$ cat src/rtl/debug_run_controller.sv
// debug_run_controller
//   Command sequencer for the MIPS debug path. Decodes single-byte UART commands and drives the
//   pipeline enable for continuous-run ('C') or single-step ('S') execution. It triggers a
//   register/memory dump after execution or on request ('R'), and clears the pipeline, counter and
//   sticky flags on 'X'. It also keeps the count of enabled pipeline cycles, which the dump sends.
//
//   Optional feature: define DBG_WATCHDOG_EN to bound each 'C' run to MAX_RUN cycles. When the
//   bound is hit, O_TIMEOUT is set and a dump is forced. Without the macro, O_TIMEOUT is tied to 0.
//
// Ports
//   CLK            in   1   system clock, rising edge
//   RESET_N        in   1   asynchronous active-low reset
//   I_RX_DONE      in   1   strobe: I_RX_DATA holds a received byte
//   I_RX_DATA      in   8   received command byte
//   I_HALT         in   1   level: program end reached
//   I_DUMP_DONE    in   1   strobe: dump unit finished
//   O_PIPE_EN      out  1   pipeline clock-enable
//   O_PIPE_RESET   out  1   one-cycle pipeline reset request
//   O_READ_REGS    out  1   one-cycle dump trigger
//   O_ITERACIONES  out  32  enabled cycles since reset / 'X'
//   O_HALTED       out  1   sticky halt flag
//   O_TIMEOUT      out  1   sticky watchdog flag
//   O_BUSY         out  1   controller not idle

module debug_run_controller #(
  parameter logic [7:0]  CMD_CONT  = 8'h43,
  parameter logic [7:0]  CMD_STEP  = 8'h53,
  parameter logic [7:0]  CMD_READ  = 8'h52,
  parameter logic [7:0]  CMD_CLEAR = 8'h58,
  parameter logic [31:0] MAX_RUN   = 32'd1_000_000
) (
  input  logic        CLK,
  input  logic        RESET_N,
  input  logic        I_RX_DONE,
  input  logic [7:0]  I_RX_DATA,
  input  logic        I_HALT,
  input  logic        I_DUMP_DONE,
  output logic        O_PIPE_EN,
  output logic        O_PIPE_RESET,
  output logic        O_READ_REGS,
  output logic [31:0] O_ITERACIONES,
  output logic        O_HALTED,
  output logic        O_TIMEOUT,
  output logic        O_BUSY
);

  typedef enum logic [5:0] {
    StIdle     = 6'b000001,
    StRun      = 6'b000010,
    StStep     = 6'b000100,
    StDumpReq  = 6'b001000,
    StDumpWait = 6'b010000,
    StClear    = 6'b100000
  } state_e;

  state_e      state_q;
  logic [31:0] iter_q;
  logic        halted_q;
  logic        wd_hit;

`ifdef DBG_WATCHDOG_EN
  logic [31:0] run_cnt_q;
  logic        timeout_q;

  // Halt wins over the watchdog when both land on the same cycle.
  assign wd_hit    = (state_q == StRun) && (run_cnt_q == MAX_RUN) && !I_HALT;
  assign O_TIMEOUT = timeout_q;
`else
  assign wd_hit    = 1'b0;
  assign O_TIMEOUT = 1'b0;
`endif

  always_ff @(posedge CLK or negedge RESET_N) begin
    if (!RESET_N) begin
      state_q   <= StIdle;
      iter_q    <= 32'd0;
      halted_q  <= 1'b0;
`ifdef DBG_WATCHDOG_EN
      run_cnt_q <= 32'd0;
      timeout_q <= 1'b0;
`endif
    end else begin
      // Wraps silently at 32 bits.
      if (O_PIPE_EN) iter_q <= iter_q + 32'd1;

      unique case (state_q)
        StIdle: begin
          if (I_RX_DONE) begin
            if (I_RX_DATA == CMD_CONT) begin
              state_q <= halted_q ? StDumpReq : StRun;
`ifdef DBG_WATCHDOG_EN
              run_cnt_q <= 32'd0;
`endif
            end else if (I_RX_DATA == CMD_STEP) begin
              state_q <= halted_q ? StDumpReq : StStep;
            end else if (I_RX_DATA == CMD_READ) begin
              state_q <= StDumpReq;
            end else if (I_RX_DATA == CMD_CLEAR) begin
              state_q <= StClear;
            end
          end
        end
        StRun: begin
          if (I_HALT) begin
            halted_q <= 1'b1;
            state_q  <= StDumpReq;
          end else if (wd_hit) begin
`ifdef DBG_WATCHDOG_EN
            timeout_q <= 1'b1;
`endif
            state_q <= StDumpReq;
          end else begin
`ifdef DBG_WATCHDOG_EN
            run_cnt_q <= run_cnt_q + 32'd1;
`endif
          end
        end
        StStep: begin
          if (I_HALT) halted_q <= 1'b1;
          state_q <= StDumpReq;
        end
        StDumpReq: begin
          state_q <= StDumpWait;
        end
        StDumpWait: begin
          // Any byte arriving alongside I_DUMP_DONE is dropped: it is only looked at in IDLE.
          if (I_DUMP_DONE) state_q <= StIdle;
        end
        StClear: begin
          iter_q   <= 32'd0;
          halted_q <= 1'b0;
`ifdef DBG_WATCHDOG_EN
          timeout_q <= 1'b0;
`endif
          state_q  <= StIdle;
        end
        default: begin
          state_q <= StIdle;
        end
      endcase
    end
  end

  // Pipeline enable stays combinational, so the halt cycle itself never advances the pipeline.
  assign O_PIPE_EN     = ((state_q == StRun) || (state_q == StStep)) && !I_HALT && !wd_hit;
  assign O_READ_REGS   = (state_q == StDumpReq);
  assign O_PIPE_RESET  = (state_q == StClear);
  assign O_BUSY        = (state_q != StIdle);
  assign O_ITERACIONES = iter_q;
  assign O_HALTED      = halted_q;

endmodule

$ cat config.mk
export PLATFORM = sky130hd
export DESIGN_NAME = debug_run_controller
export DESIGN_NICKNAME = d
export VERILOG_FILES = /design/src/rtl/debug_run_controller.sv
export SDC_FILE = /design/constraint.sdc
export NUM_CORES = 1
export LEC_CHECK = 0
export ABC_AREA = 0
export CAP_MARGIN = 15
export CORE_UTILIZATION = 45
export DETAILED_ROUTE_END_ITERATION = 12
export GPL_TIMING_DRIVEN = 0
export PLACE_DENSITY = 0.76
export SYNTH_ARGS = -nofsm -noshare
export SYNTH_HDL_FRONTEND = slang
export SYNTH_SLANG_ARGS = --single-unit
$ cat constraint.sdc
create_clock -name CLK -period 2.2 [get_ports CLK]
set_input_delay 0.33 -clock CLK [delete_from_list [all_inputs] [get_ports CLK]]
set_output_delay 0.33 -clock CLK [all_outputs]
set_load 0.02 [all_outputs]
==> results.toml <==
[grt]
grt-ovfl-total = 0
grt_pass1_wl_mm = 9.177
track_usage = 0.2327
grt_pass1_vias = 1957
antenna_found_initial = 0
grt_max_degree = 40

[clock_network]
path_clk_slew_ns = 0.08
h-tree-depth = 2
insertion_delay_ns = 0.30
cts_tree = "yes"
cts_sinks = 39
cts_buffers = 5
cts-root-buf = "clkbuf_8"
clk_path_buf_depth = 2

[timing]
hold_viol = 0
slew_viol_final = 0
fin_ws_ns = -0.07399
fin_crit_sh = 1.034
tightest_slew_ns = 0.8833
rsz0062_at_grt = "true"
slew_headroom = 0.4112
finalCriticalPeriod_ns = 2.274
fmax_ghz = 0.4398
skew_ns = 0.009632
setup_violations = 5

[synthesis]
netlist_instances = 236
synth-seq-cells = 39
netlist.area_leader.share = 0.4408
yosysTopAreaCell = "dfrtp_1"
ys_seq_area_frac = 0.4530
syn-num-nets = 250
async_flop_share = 1.000
synth_edf_count = 0
synth.cell_area_um2 = 2157
ys_warn_count = 0
synth_cell_types = 44
syn_area_per_cell_um2 = 9.140
synth_area_leaders = "dfrtp_1, nor2_1, xor2_1"
synth_flop_cell = "dfrtp_1"

[route]
wire_per_inst_um = 16.16
viasPerCell = 5.848
vias = 2123
wirelength_mm = 5.867
first_pass_iters = 11
drc = 7
final_antenna_net_count = 0
drt_iter0_drc = 115

[placed_design]
gp_congestion = 0.7811
place_worst_setup_slack_ns = -0.7856
placedCellCount = 337
io_buffers = 49
dp_hpwl_mm = 3.673

[layout]
area_delta_synth_final_pct = 47.51
antenna_cells = 0
fin_cells = 363
final_layout_size_suffix_gt1_frac = 0.2508
nets = 324

[job]
maxCapViolCount = 0

[floorplan]
core_um2 = 4474
start_util = 0.4821
dieArea_um2 = 5074
die_height_um = 71.24
die_w_um = 71.24
ios = 51
num_rows = 24

[critical_path]
cp-startpoint = "state_q[4]"
r2r_slack_ns = -0.07
worst_ep_arrival_time_ns = 2.51
path_class = "reg2reg"
r2r_end = "O_ITERACIONES[31]"
reg2reg_from = "state_q[4]"
worstPathMaxFanout = 4
endpoint_kind = "register"
start_kind = "register"
reg2regPathDepth = 5
required_ns = 2.43

[pwr]
ir_drop_v = 0.0002983
p_leak_nw = 1.349
power.density_nw_per_um2 = 438.6

[outcome]
violations = "DRC, setup timing"
status = "finished, violations left"

[min_path]
min_path_type = "in2async"
==> sequential cells by signal, indices dropped and copies added (netlist names) <==
| name | cells |
|---|---|
| O_ITERACIONES | 32 |
| state_q | 6 |
| O_HALTED | 1 |
==> per-layer routing <==
| layer | vias to the layer above | part of all wire | track usage |
|---|---|---|---|
| met2 | 63 | 0.50 | 0.3799 |
| li1 | 999 | - | - |
| met4 | 0 | 0.019 | 0.08889 |
| met1 | 1051 | 0.44 | 0.3061 |
| met3 | 10 | 0.043 | 0.04782 |
| met5 | - | 0 | 0 |
==> worst max-delay path: stages (launching register included) <==
cell     delay [ns]
dfrtp_1        0.42
or4_4          0.53
or3_4          0.38
or3_4          0.38
or3_4          0.36
a21oi_1        0.13
==> cell usage in the layout (no fill, tap or decap), drive strengths merged, types with 2 or more instances in the layout <==
cell	instances
buf	31
clkdlybuf4s50	43
nand3	17
o31a	2
inv	4
o21ai	8
o31ai	6
o21a	2
or3	5
or3b	3
clkbuf	10
nand2b	2
dlygate4sd2	2
or4	10
nand2	16
a21oi	11
and4	2
nor2	30
xor2	11
dfrtp	38
and3	6
xnor2	10
and2	3
nand4	9
nor3	3
nor4	12
==> worst max path at each step <==
stage / endpoint / cells past startpoint
3_3_place_gp: O_PIPE_RESET / 7
4_1_cts: O_PIPE_RESET / 5
5_1_grt: O_ITERACIONES[31] / 5
3_5_place_dp: O_PIPE_RESET / 7
6_report: O_ITERACIONES[31] / 5
2_1_floorplan: O_PIPE_RESET / 6
==> metrics by stage <==
stage | instance area, um^2 | utilization | TNS, ns | hold WS (ns) | power (mW)
3_3_place_gp | 2733 | 0.6107 | -17.03 | 0.5308 | 0.8603
6_report | 3182 | 0.7111 | -0.2228 | 0.1354 | 1.395
5_1_grt | 3182 | 0.7111 | -0.8097 | 0.2085 | 1.433
4_1_cts | 2999 | 0.6703 | -0.3893 | 0.1670 | 1.398
3_5_place_dp | 2728 | 0.6096 | -12.76 | 0.4933 | 0.8626
2_1_floorplan | 2177 | - | -0.01525 | 0.03441 | 0.7936
==> synthesized netlist by cell type, types with 2 or more instances <==
cell      count
inv_1         4
nand3_1      16
nor4_1       12
o21ai_0       8
or4_1         9
and4_1        2
and2_1        3
xnor2_1      10
nor2_1       30
a21oi_1      11
nand4_1       9
or3b_2        3
nand2_1      16
xor2_1       11
clkbuf_1      7
o31a_1        2
dfrtp_1      38
nor3_1        3
buf_2         2
o31ai_1       6
and3_1        6
or3_1         3
o21a_1        2
nand2b_1      2
or3_4         2
==> cell families after synthesis <==
kind of cell | count (synthesis) | synth area share
AOI/OAI and AO/OA | 33 | 0.09513
xor gates and xnor gates | 21 | 0.08526
adders and majority gates | 1 | 0.005800
buffers and inverters | 16 | 0.03480
DFF | 39 | 0.4530
muxes | 1 | 0.004641
other | 1 | 0.001738
and+or+nand+nor | 124 | 0.3196
==> power by group <==
part	switching, mW	internal, mW
Sequential	0.0175	0.729
Combinational	0.0522	0.0515
Clock	0.259	0.286
Total	0.329	1.07
==> cell type report <==
cell class	count	area [um^2]
repair buffers	72	654.4
plain buffers	6	51.30
multi-input cells	181	1304
well taps	52	65.06
clock buffers	8	100.1
flip-flops and latches	39	980.9
inverters	5	26.28
fillers	331	1292
==> repair_timing <==
action | in CTS | in global routing
gates cloned | 1 | 0
buffers inserted | 13 | 9
setup endpoints to repair | 35 | 26
pin swaps | 5 | 14
hold buffers | 0 | 0
gates resized for setup | 37 | 24
Note: power is estimated with default switching activity, not from simulation.
